===== src/rtl/vga_sync_decoder_if.sv =====
// Sync/colour input bundle and recovered-timing output bundle of the VGA sync
// decoder. The timing source drives through master; the decoder sits on slave.
interface vga_sync_decoder_if;
  logic        pix_en;
  logic        hs;
  logic        vs;
  logic [11:0] colour_in;
  logic        pix_valid;
  logic        de;
  logic [10:0] x;
  logic [9:0]  y;
  logic [11:0] colour_out;
  logic        frame_start;
  logic        locked;
  logic        err;
  logic [10:0] line_len;
  logic [9:0]  frame_lines;

  modport master (
    output pix_en, hs, vs, colour_in,
    input  pix_valid, de, x, y, colour_out, frame_start, locked, err, line_len, frame_lines
  );

  modport slave (
    input  pix_en, hs, vs, colour_in,
    output pix_valid, de, x, y, colour_out, frame_start, locked, err, line_len, frame_lines
  );
endinterface


===== src/rtl/vga_sync_decoder.sv =====
// VGA sync decoder: recovers pixel coordinates, data-enable and colour from
// HS/VS/colour samples, measures line and frame lengths and tracks lock
// against the nominal timing. All sampling happens on clk edges with pix_en=1.
module vga_sync_decoder #(
  parameter int H_VISIBLE   = 800,
  parameter int H_BACK      = 64,
  parameter int H_TOTAL     = 1040,
  parameter int V_VISIBLE   = 600,
  parameter int V_BACK      = 23,
  parameter int V_TOTAL     = 666,
  parameter int LOCK_FRAMES = 2
) (
  input  logic              clk,
  input  logic              rst,
  vga_sync_decoder_if.slave bus
);

  typedef enum logic [1:0] {
    ST_SEARCH  = 2'd0,
    ST_MEASURE = 2'd1,
    ST_LOCKED  = 2'd2
  } state_t;

  localparam logic [10:0] HPOS_MAX  = 11'h7FF;
  localparam logic [9:0]  VCNT_MAX  = 10'h3FF;
  localparam logic [10:0] H_BACK_W  = 11'(H_BACK);
  localparam logic [10:0] H_END_W   = 11'(H_BACK + H_VISIBLE);
  localparam logic [10:0] H_TOTAL_W = 11'(H_TOTAL);
  localparam logic [9:0]  V_BACK_W  = 10'(V_BACK);
  localparam logic [9:0]  V_END_W   = 10'(V_BACK + V_VISIBLE);
  localparam logic [9:0]  V_TOTAL_W = 10'(V_TOTAL);
  localparam logic [3:0]  LOCK_W    = 4'(LOCK_FRAMES);

  // Counters saturate instead of wrapping so a dead sync input cannot alias
  // back into a plausible position.
  function automatic logic [10:0] sat_inc11(input logic [10:0] v);
    return (v == HPOS_MAX) ? v : v + 11'd1;
  endfunction

  function automatic logic [9:0] sat_inc10(input logic [9:0] v);
    return (v == VCNT_MAX) ? v : v + 10'd1;
  endfunction

  // Sync history and position/measurement counters.
  logic        hs_q_r, vs_q_r;
  logic [10:0] hpos_r, line_cnt_r;
  logic [9:0]  vcnt_r, frame_cnt_r;
  state_t      state_r, state_nxt_s;
  logic [3:0]  good_cnt_r, good_cnt_nxt_s;
  logic        first_line_r, first_line_nxt_s;
  logic        frame_bad_r, frame_bad_nxt_s;
  logic        err_s;

  // Registered outputs.
  logic        pix_valid_r, de_r, frame_start_r, locked_r, err_r;
  logic [10:0] x_r, line_len_r;
  logic [9:0]  y_r, frame_lines_r;
  logic [11:0] colour_r;

  // Edge detection and next-value datapath.
  logic        hs_rise_s, hs_fall_s, vs_rise_s, vs_fall_s;
  logic [10:0] hpos_nxt_s, line_meas_s, line_cnt_nxt_s;
  logic [9:0]  vcnt_nxt_s, frame_meas_s, frame_cnt_nxt_s;
  logic        lost_sync_s, bad_line_s, frame_len_ok_s, visible_s, de_s;
  logic [3:0]  good_inc_s;

  assign hs_rise_s = bus.hs & ~hs_q_r;
  assign hs_fall_s = ~bus.hs & hs_q_r;
  assign vs_rise_s = bus.vs & ~vs_q_r;
  assign vs_fall_s = ~bus.vs & vs_q_r;

  assign hpos_nxt_s = hs_rise_s ? 11'd0 : sat_inc11(hpos_r);
  // A VS rise wins over a coincident HS rise: the line is not counted.
  assign vcnt_nxt_s = vs_rise_s ? 10'd0 : (hs_rise_s ? sat_inc10(vcnt_r) : vcnt_r);

  // line_cnt holds samples since the last HS fall minus one, so +1 is the length.
  assign line_meas_s     = sat_inc11(line_cnt_r);
  assign line_cnt_nxt_s  = hs_fall_s ? 11'd0 : line_meas_s;
  assign frame_meas_s    = hs_fall_s ? sat_inc10(frame_cnt_r) : frame_cnt_r;
  assign frame_cnt_nxt_s = vs_fall_s ? 10'd0 : frame_meas_s;

  // Only the transition into saturation is an event; staying saturated is not.
  assign lost_sync_s = ((hpos_nxt_s == HPOS_MAX) && (hpos_r != HPOS_MAX)) ||
                       ((vcnt_nxt_s == VCNT_MAX) && (vcnt_r != VCNT_MAX));
  assign bad_line_s  = (hs_fall_s && !first_line_r && (line_meas_s != H_TOTAL_W)) || lost_sync_s;
  assign frame_len_ok_s = (frame_meas_s == V_TOTAL_W);
  assign good_inc_s  = good_cnt_r + 4'd1;

  assign visible_s = (hpos_r >= H_BACK_W) && (hpos_r < H_END_W) &&
                     (vcnt_r >= V_BACK_W) && (vcnt_r < V_END_W);
  assign de_s      = visible_s && (state_r == ST_LOCKED);

  // Lock FSM next-state, frame qualification and error pulse generation.
  always_comb begin
    state_nxt_s      = state_r;
    good_cnt_nxt_s   = good_cnt_r;
    first_line_nxt_s = first_line_r;
    frame_bad_nxt_s  = frame_bad_r;
    err_s            = 1'b0;
    if (bus.pix_en) begin
      if (hs_fall_s) begin
        first_line_nxt_s = 1'b0;
      end else begin
        first_line_nxt_s = first_line_r;
      end
      case (state_r)
        ST_SEARCH: begin
          if (vs_fall_s) begin
            state_nxt_s      = ST_MEASURE;
            good_cnt_nxt_s   = 4'd0;
            first_line_nxt_s = 1'b1;
            frame_bad_nxt_s  = 1'b0;
          end else begin
            state_nxt_s = ST_SEARCH;
          end
        end
        ST_MEASURE: begin
          if (vs_fall_s) begin
            frame_bad_nxt_s = 1'b0;
            if (frame_len_ok_s && !frame_bad_r && !bad_line_s) begin
              good_cnt_nxt_s = good_inc_s;
              if (good_inc_s >= LOCK_W) begin
                state_nxt_s = ST_LOCKED;
              end else begin
                state_nxt_s = ST_MEASURE;
              end
            end else begin
              good_cnt_nxt_s = 4'd0;
              err_s          = 1'b1;
            end
          end else if (bad_line_s) begin
            frame_bad_nxt_s = 1'b1;
          end else begin
            frame_bad_nxt_s = frame_bad_r;
          end
        end
        ST_LOCKED: begin
          if (bad_line_s || (vs_fall_s && !frame_len_ok_s)) begin
            state_nxt_s      = ST_SEARCH;
            good_cnt_nxt_s   = 4'd0;
            first_line_nxt_s = 1'b1;
            err_s            = 1'b1;
          end else begin
            state_nxt_s = ST_LOCKED;
          end
        end
        default: begin
          state_nxt_s      = ST_SEARCH;
          good_cnt_nxt_s   = 4'd0;
          first_line_nxt_s = 1'b1;
          frame_bad_nxt_s  = 1'b0;
        end
      endcase
    end else begin
      state_nxt_s = state_r;
    end
  end

  // Sync history, counters and FSM state advance only on pixel samples.
  always_ff @(posedge clk or negedge rst) begin
    if (!rst) begin
      hs_q_r       <= 1'b1;
      vs_q_r       <= 1'b1;
      hpos_r       <= 11'd0;
      vcnt_r       <= 10'd0;
      line_cnt_r   <= 11'd0;
      frame_cnt_r  <= 10'd0;
      state_r      <= ST_SEARCH;
      good_cnt_r   <= 4'd0;
      first_line_r <= 1'b1;
      frame_bad_r  <= 1'b0;
    end else if (bus.pix_en) begin
      hs_q_r       <= bus.hs;
      vs_q_r       <= bus.vs;
      hpos_r       <= hpos_nxt_s;
      vcnt_r       <= vcnt_nxt_s;
      line_cnt_r   <= line_cnt_nxt_s;
      frame_cnt_r  <= frame_cnt_nxt_s;
      state_r      <= state_nxt_s;
      good_cnt_r   <= good_cnt_nxt_s;
      first_line_r <= first_line_nxt_s;
      frame_bad_r  <= frame_bad_nxt_s;
    end
  end

  // Output register: one clock after each sample; strobes drop between samples.
  always_ff @(posedge clk or negedge rst) begin
    if (!rst) begin
      pix_valid_r   <= 1'b0;
      de_r          <= 1'b0;
      x_r           <= 11'd0;
      y_r           <= 10'd0;
      colour_r      <= 12'd0;
      frame_start_r <= 1'b0;
      locked_r      <= 1'b0;
      err_r         <= 1'b0;
      line_len_r    <= 11'd0;
      frame_lines_r <= 10'd0;
    end else if (bus.pix_en) begin
      pix_valid_r   <= 1'b1;
      de_r          <= de_s;
      x_r           <= de_s ? (hpos_r - H_BACK_W) : 11'd0;
      y_r           <= de_s ? (vcnt_r - V_BACK_W) : 10'd0;
      colour_r      <= de_s ? bus.colour_in : 12'd0;
      frame_start_r <= vs_rise_s;
      locked_r      <= (state_nxt_s == ST_LOCKED);
      err_r         <= err_s;
      line_len_r    <= hs_fall_s ? line_meas_s : line_len_r;
      frame_lines_r <= vs_fall_s ? frame_meas_s : frame_lines_r;
    end else begin
      pix_valid_r   <= 1'b0;
      frame_start_r <= 1'b0;
      err_r         <= 1'b0;
    end
  end

  assign bus.pix_valid   = pix_valid_r;
  assign bus.de          = de_r;
  assign bus.x           = x_r;
  assign bus.y           = y_r;
  assign bus.colour_out  = colour_r;
  assign bus.frame_start = frame_start_r;
  assign bus.locked      = locked_r;
  assign bus.err         = err_r;
  assign bus.line_len    = line_len_r;
  assign bus.frame_lines = frame_lines_r;

endmodule


===== src/flat_wrapper.sv =====
// flat-port wrapper written by rule: the top's interface ports become plain ports
module vga_sync_decoder_flat 
#(
  parameter int H_VISIBLE   = 800,
  parameter int H_BACK      = 64,
  parameter int H_TOTAL     = 1040,
  parameter int V_VISIBLE   = 600,
  parameter int V_BACK      = 23,
  parameter int V_TOTAL     = 666,
  parameter int LOCK_FRAMES = 2
)
  (clk, rst, bus_pix_en, bus_hs, bus_vs, bus_colour_in, bus_pix_valid, bus_de, bus_x, bus_y, bus_colour_out, bus_frame_start, bus_locked, bus_err, bus_line_len, bus_frame_lines);
  vga_sync_decoder_if bus_i ();
  input  logic clk;
  input  logic rst;
  input wire logic [$bits(bus_i.pix_en)-1:0] bus_pix_en;
  input wire logic [$bits(bus_i.hs)-1:0] bus_hs;
  input wire logic [$bits(bus_i.vs)-1:0] bus_vs;
  input wire logic [$bits(bus_i.colour_in)-1:0] bus_colour_in;
  output wire logic [$bits(bus_i.pix_valid)-1:0] bus_pix_valid;
  output wire logic [$bits(bus_i.de)-1:0] bus_de;
  output wire logic [$bits(bus_i.x)-1:0] bus_x;
  output wire logic [$bits(bus_i.y)-1:0] bus_y;
  output wire logic [$bits(bus_i.colour_out)-1:0] bus_colour_out;
  output wire logic [$bits(bus_i.frame_start)-1:0] bus_frame_start;
  output wire logic [$bits(bus_i.locked)-1:0] bus_locked;
  output wire logic [$bits(bus_i.err)-1:0] bus_err;
  output wire logic [$bits(bus_i.line_len)-1:0] bus_line_len;
  output wire logic [$bits(bus_i.frame_lines)-1:0] bus_frame_lines;
  assign bus_i.pix_en = bus_pix_en;
  assign bus_i.hs = bus_hs;
  assign bus_i.vs = bus_vs;
  assign bus_i.colour_in = bus_colour_in;
  assign bus_pix_valid = bus_i.pix_valid;
  assign bus_de = bus_i.de;
  assign bus_x = bus_i.x;
  assign bus_y = bus_i.y;
  assign bus_colour_out = bus_i.colour_out;
  assign bus_frame_start = bus_i.frame_start;
  assign bus_locked = bus_i.locked;
  assign bus_err = bus_i.err;
  assign bus_line_len = bus_i.line_len;
  assign bus_frame_lines = bus_i.frame_lines;
  vga_sync_decoder #(.H_VISIBLE(H_VISIBLE), .H_BACK(H_BACK), .H_TOTAL(H_TOTAL), .V_VISIBLE(V_VISIBLE), .V_BACK(V_BACK), .V_TOTAL(V_TOTAL), .LOCK_FRAMES(LOCK_FRAMES)) u_core (.clk(clk), .rst(rst), .bus(bus_i));
endmodule

===== config.mk =====
export PLATFORM = sky130hd
export DESIGN_NAME = vga_sync_decoder_flat
export DESIGN_NICKNAME = d
export VERILOG_FILES = /design/src/rtl/vga_sync_decoder_if.sv /design/src/rtl/vga_sync_decoder.sv /design/src/flat_wrapper.sv
export SDC_FILE = /design/constraint.sdc
export NUM_CORES = 1
export LEC_CHECK = 0
export BUFFER_PORTS_ARGS = -buffer_cell sky130_fd_sc_hd__buf_2
export CORE_MARGIN = 2
export CORE_UTILIZATION = 60
export CTS_BUF_LIST = sky130_fd_sc_hd__clkbuf_4
export DETAILED_ROUTE_END_ITERATION = 10
export PLACE_DENSITY = 0.85
export SETUP_SLACK_MARGIN = 0.4
export SLEW_MARGIN = 5
export SYNTH_ARGS = -nofsm -noshare
export SYNTH_HDL_FRONTEND = slang
export SYNTH_SLANG_ARGS = --single-unit

===== constraint.sdc =====
create_clock -name clk -period 7.6 [get_ports clk]
set_clock_uncertainty 0.1 [all_clocks]
set_input_delay 1.14 -clock clk [delete_from_list [all_inputs] [get_ports clk]]
set_output_delay 1.14 -clock clk [all_outputs]
set_load 0.02 [all_outputs]

==> results of run 1 <==
path summary, 6_finish.rpt:
path / from / endpoint / slack (ns) / depth (start not counted)
max in group asynchronous: rst / u_core.good_cnt_r[2]$_DFFE_PN0P_ / 5.69 / 2
worst max register to register: u_core.line_cnt_r[0]$_DFFE_PN0P_ / u_core.state_r[0]$_DFFE_PN0P_ / 3.78 / 10
worst min register to register: u_core.bus.line_len[10]$_DFFE_PN0P_ / u_core.bus.line_len[10]$_DFFE_PN0P_ / 0.39 / 2
worst min-delay path: u_core.bus.line_len[10]$_DFFE_PN0P_ / u_core.bus.line_len[10]$_DFFE_PN0P_ / 0.39 / 2
worst max-delay path: u_core.line_cnt_r[0]$_DFFE_PN0P_ / u_core.state_r[0]$_DFFE_PN0P_ / 3.78 / 10
min in group asynchronous: rst / u_core.bus.pix_valid$_DFF_PN0_ / 0.57 / 1
cells in the mapped netlist, types with 5 or more instances:
cell	n	area, sq um
dfrtp_1	108	2700
nand2_1	87	327
o21ai_0	55	275
a21oi_1	41	205
nor2_1	39	146
a22o_1	36	315
clkbuf_1	28	105
nand3_1	24	120
inv_1	15	56.3
ha_1	13	163
nor3_1	13	65.1
xnor2_1	12	105
a31oi_1	11	68.8
buf_2	11	55.1
and3_1	10	62.6
o2bb2ai_1	10	87.6
nand4_1	9	56.3
xor2_1	9	78.8
nor4_1	8	50.1
o31ai_1	8	60.1
mux2i_1	7	70.1
mux2_2	6	67.6
nand2b_1	6	37.5
nor2b_1	6	37.5
or3_1	6	37.5
and4_1	5	43.8
worst max-delay path: cells and delay by family (launching register included):
family | cells | cell delay (ns)
simple gates | 5 | 1.82
flops | 1 | 0.54
fa+ha+maj | 1 | 0.32
compound gates | 4 | 0.93
final cells by class:
type | instances | share of cell area, %
Clock inverter | 3 | 0.301
Timing Repair Buffer | 78 | 6.03
Tap cell | 136 | 2.56
Multi-Input combinational cell | 490 | 46.9
Inverter | 16 | 0.904
Sequential cell | 111 | 41.9
Clock buffer | 13 | 1.47
per-stage QoR:
step	power [mW]	setup slack, ns	hold WS (ns)
after CTS	1.19	3.84	0.400
final	1.18	3.78	0.392
after global placement	0.911	3.67	0.350
after global routing	1.24	3.54	0.416
after floorplan	0.848	4.12	0.386
after detailed placement	0.919	3.47	0.364
registers in the layout (all words and copies together), names as in the netlist, 2 cells and up:
signal                  cells
u_core.good_cnt_r           4
u_core.bus.frame_lines     10
u_core.vcnt_r              10
u_core.bus.y               10
u_core.bus.line_len        11
u_core.bus.colour_out      12
u_core.line_cnt_r          11
u_core.bus.x               11
u_core.frame_cnt_r         10
u_core.state_r              2
u_core.hpos_r              11
kinds of logic (layout without fill, tap and decap cells):
family,count (synthesis),after routing,share of synthesized area [%]
buffers and inverters,63,110,4.44
and+or+nand+nor,244,244,20.9
muxes,13,13,2.23
DFF,111,111,45.1
xor gates and xnor gates,21,21,2.98
AOI/OAI and AO/OA,199,199,21.8
adders and majority gates,13,13,2.64
routing by layer:
| layer | vias to the layer above | global-route usage (%) |
|---|---|---|
| li1 | 2526 | - |
| met1 | 2542 | 35.7 |
| met2 | 198 | 40.5 |
| met3 | 22 | 4.21 |
| met4 | 0 | 11.0 |
| met5 | - | 0 |
layout by cell type (no fill, tap or decap), types with 9 or more instances in the layout:
master | synthesis | routed
dfrtp_1 | 108 | 108
nand2_1 | 87 | 87
buf_2 | 11 | 74
o21ai_0 | 55 | 55
a21oi_1 | 41 | 41
nor2_1 | 39 | 39
a22o_1 | 36 | 36
nand3_1 | 24 | 24
inv_1 | 15 | 15
nor3_1 | 13 | 13
ha_1 | 13 | 13
clkbuf_4 | 0 | 13
xnor2_1 | 12 | 12
a31oi_1 | 11 | 11
and3_1 | 10 | 10
o2bb2ai_1 | 10 | 10
nand4_1 | 9 | 9
xor2_1 | 9 | 9
report_power, final:
part	switching, mW	total [mW]	internal (mW)
combinational	0.132	0.211	0.0788
clock	0.188	0.269	0.0819
sequential	0.0619	0.699	0.637
total	0.382	1.18	0.797
==> impl_metrics.csv, run 1 <==
group,metric,value,unit
status,status,"finished, final reports clean",
cts,clockRootBuffer,"clkbuf_4",
sta,max_freq,262,MHz
synth,synthArstFlopShare,100,%
sta,drv_slew,0,
synth,ys.flop_type,"dfrtp_1",
critical_path,crit_path_end_kind,"flop",
route,routed-wl-met2,6.55,mm
floorplan,ios,76,
placement,placed_cell_area,6530,sq um
global_routing,grt_usage,25.8,%
global_routing,overflow,0,
finish,stdcell_area,6650,sq um
cts,numCtsBuffers,9,
critical_path,worst_ep_arrival_time,4.10,ns
sta,final-setup-viol-count,0,
critical_path,critical_path.slowest_cell,"or3_1",
critical_path,start_kind,"flop",
job,cap_violations,0,
synth,avgSynthCellArea,9.29,sq um
synth,seq_area_frac_synth,45.1,%
synth,netlist_area,6170,sq um
route,maxUsedRoutingLayer,"met4",
route,avgRoutedWirePerCell,16.3,um
route,wl_met1,6.15,mm
placement,gp_congestion,0.893,
floorplan,num_rows,37,
cts,clk_pin_slew,0.15,ns
global_routing,grt_start_max_net_pins,61,
cts,cts-resized-gates,0,
route,drt_iter0_drc,323,
synth,synth.distinct_cells,73,
finish,areaGrowthSynthToFinish,7.68,%
critical_path,critPathMaxStageDelay,0.61,ns
cts,cts_tree,"built",
global_routing,antenna_found_initial,0,
synth,yosys_warnings,0,
global_routing,first_global_vias,4927,
cts,h-tree-depth,3,
finish,multiInputGateArea,3120,sq um
route,via_per_inst,6.24,
sta,max_slew_margin,26.6,%
placement,dp_cells,831,
floorplan,die_x,105,um
global_routing,grt_pass1_wl,23.5,mm
route,met3_length,890,um
sta,tns,0,ns
finish,regArea,2780,sq um
route,wirelength,13.8,mm
synth,synth_cells,664,
route,num_vias,5288,
floorplan,initial_core_util,60.9,%
finish,drive_gt1_share,17.6,%
floorplan,fp.dieH,105,um
cts,clockBufferDepth,2,
power,p_per_area,177,nW/um^2
placement,io_buffers,75,
cts,cts_setup_buffers,0,
finish,final_cell_count_no_fill,847,
power,p_leak,2.97,nW
finish,num_antenna_cells,0,
worst_hold_path,hp-class,"flop to flop",
placement,dpl.hpwl,9.51,mm
finish,final_util,65.5,%
sta,tightest_slew,1.09,ns
route,drc_errors,0,
critical_path,worstPathRequired,7.88,ns
route,first_pass_iters,6,
synth,ys_seq_elements,111,
critical_path,crit_type,"flop to flop",
finish,fillers,858,
route,postRouteAntennaNets,0,
floorplan,core,10100,sq um
synth,syn-num-nets,694,
critical_path,cp_max_fo,10,
cts,holdBufCountCts,0,
sta,period_minus_slack,3.82,ns
floorplan,die_area,11100,sq um
synth,synth_enable_flop_cells,0,
sta,hold_violations,0,
sta,rsz0062_at_grt,"no",
sta,period_share,50.3,%
critical_path,crit_chain,"ha_1 > nand3_1 > or3_1 > and2_4 > o31ai_2 > a311oi_1 > nor3_2 > nand2_1 > a311o_1 > a22o_1",
cts,cts_sinks,111,
finish,nNetsFinal,736,
cts,clk_latency,0.48,ns
power,ir_worst_vdd,0.101,mV
No activity file was read; power rests on OpenSTA's default activity.
==> run 2, diff against run 1 <==
Clock period 7.6 ns to 3.9 ns, I/O delays scaled along.
==> impl_metrics.csv, run 2 (synthesized netlist as in run 1, its figures left out) <==
group,metric,value,unit
floorplan,die_area,11100,sq um
sta,tightest_slew,1.15,ns
cts,cts_sinks,111,
floorplan,core,10100,sq um
power,pwr-share-clk,22.2,%
cts,holdBufCountCts,0,
power,p_switching,0.767,mW
floorplan,initial_core_util,60.9,%
sta,tns,0,ns
floorplan,die_x,105,um
floorplan,ios,76,
floorplan,fp.dieH,105,um
cts,clk_pin_slew,0.16,ns
placement,io_buffers,75,
critical_path,worst_ep_arrival_time,3.60,ns
sta,hold_violations,0,
cts,h-tree-depth,3,
finish,regArea,2790,sq um
power,p_int,1.53,mW
route,first_pass_iters,5,
power,p_comb_share,18.4,%
finish,multiInputGateArea,3150,sq um
finish,areaGrowthSynthToFinish,8.82,%
critical_path,start_kind,"flop",
finish,num_antenna_cells,0,
sta,drv_slew,0,
sta,period_minus_slack,3.33,ns
critical_path,crit_type,"flop to flop",
status,status,"finished, final reports clean",
finish,final_cell_count_no_fill,850,
finish,drive_gt1_share,19.2,%
route,num_vias,5329,
worst_hold_path,hp-class,"input pin to async pin",
sta,setup_ws,0.570,ns
finish,final_common_cell,"dfrtp_1",
route,drc_errors,0,
sta,max_slew_margin,22.1,%
global_routing,antenna_found_initial,0,
route,avgRoutedWirePerCell,16.7,um
critical_path,crit_path_end_kind,"flop",
global_routing,grt_start_max_net_pins,66,
cts,clockRootBuffer,"clkbuf_4",
floorplan,num_rows,37,
sta,rsz0062_at_grt,"no",
route,postRouteAntennaNets,0,
sta,period_share,85.4,%
finish,nNetsFinal,739,
placement,gp_congestion,0.953,
global_routing,overflow,0,
route,wirelength,14.2,mm
cts,clk_latency,0.46,ns
sta,max_freq,300,MHz
cts,clockBufferDepth,2,
finish,largest_reg_flops,12,
finish,layout_common_cells,"dfrtp_1 (105), nand2_1 (87), buf_2 (74)",
power,p_leak,2.99,nW
global_routing,grt_pass1_wl,24.1,mm
power,total_power,2.30,mW
cts,cts_tree,"built",
power,ir_worst_vdd,0.250,mV
power,p_seq_share,59.4,%
route,drt_iter0_drc,465,
placement,dp_cells,833,
finish,fillers,813,
critical_path,cp_max_fo,8,
cts,numCtsBuffers,9,
route,via_per_inst,6.27,
global_routing,first_global_vias,5133,
power,swShare,33.3,%
critical_path,worstPathRequired,4.17,ns
power,p_per_area,343,nW/um^2
critical_path,regToRegSetupSlack,0.57,ns
sta,final-setup-viol-count,0,
placement,dpl.hpwl,9.98,mm
placement,detailedPlace.worstSlack,0.309,ns
job,cap_violations,0,
global_routing,grt_usage,26.2,%
==> run 2: cell types whose count changed in the layout (fill, tap and decap cells not counted), sizes merged <==
cell | before | now
inv | 16 | 18
buf | 78 | 81
clkbuf | 13 | 9
clkinv | 1 | 3
==> run 2: cell type report <==
class / instances / share of cell area [%]
flip-flops and latches: 111 / 41.5
well taps: 136 / 2.53
inverters: 16 / 0.894
multi-input cells: 490 / 46.9
repair buffers: 81 / 6.48
clock buffers: 9 / 1.01
clock inverters: 7 / 0.708
==> run 2: critical path, cell delays in order, from the launching register on <==
cell	delay [ns]
dfrtp_1	0.49
ha_2	0.29
nand3_1	0.19
a211o_1	0.33
xnor2_1	0.14
or4_1	0.48
nor4_2	0.30
nor3_4	0.13
and4_1	0.21
a311o_1	0.34
a22o_1	0.23
==> run 2: metrics by stage <==
step / hold WS [ns] / utilization [%] / cell area [sq um]
5_1_grt: 0.0247 / 66.2 / 6720
3_3_place_gp: 0.355 / 64.7 / 6560
3_5_place_dp: 0.357 / 64.7 / 6560
4_1_cts: 0.0135 / 65.9 / 6680
6_report: 0.00928 / 66.2 / 6720
2_1_floorplan: 0.189 / - / 6170
==> run 2: layer usage <==
metal	share of wire, %	up-vias	global-route usage (%)
met5	0	-	0
met4	1.6	0	8.57
met3	6.8	22	3.96
met2	48	231	42.4
met1	43	2536	36.4
li1	-	2540	-
==> run 2: final timing paths <==
kind,cells past startpoint,endpoint,start
worst min-delay path,1,u_core.bus.pix_valid$_DFF_PN0_,rst
worst min register to register,2,u_core.bus.line_len[10]$_DFFE_PN0P_,u_core.bus.line_len[10]$_DFFE_PN0P_
max in group asynchronous,2,u_core.hpos_r[0]$_DFFE_PN0P_,rst
worst max-delay path,10,u_core.state_r[0]$_DFFE_PN0P_,u_core.hpos_r[1]$_DFFE_PN0P_
min in group clk,2,u_core.bus.colour_out[3]$_DFFE_PN0P_,bus_colour_in[3]
worst max register to register,10,u_core.state_r[0]$_DFFE_PN0P_,u_core.hpos_r[1]$_DFFE_PN0P_
==> run 2: timing repair <==
action,CTS,global route
buffers inserted,0,1
pin swaps,0,1
cloned,0,0
endpoints found under the hold margin,0,0
setup endpoints to repair,2,8
gates resized for setup,2,8
==> run 2: power by group through the flow <==
stage	combinational, mW	clock (mW)	sequential (mW)
floorplan	0.290	0	1.36
global placement	0.400	0	1.37
detailed placement	0.419	0	1.38
CTS	0.422	0.526	1.36
global route	0.471	0.575	1.38
finish	0.423	0.511	1.37
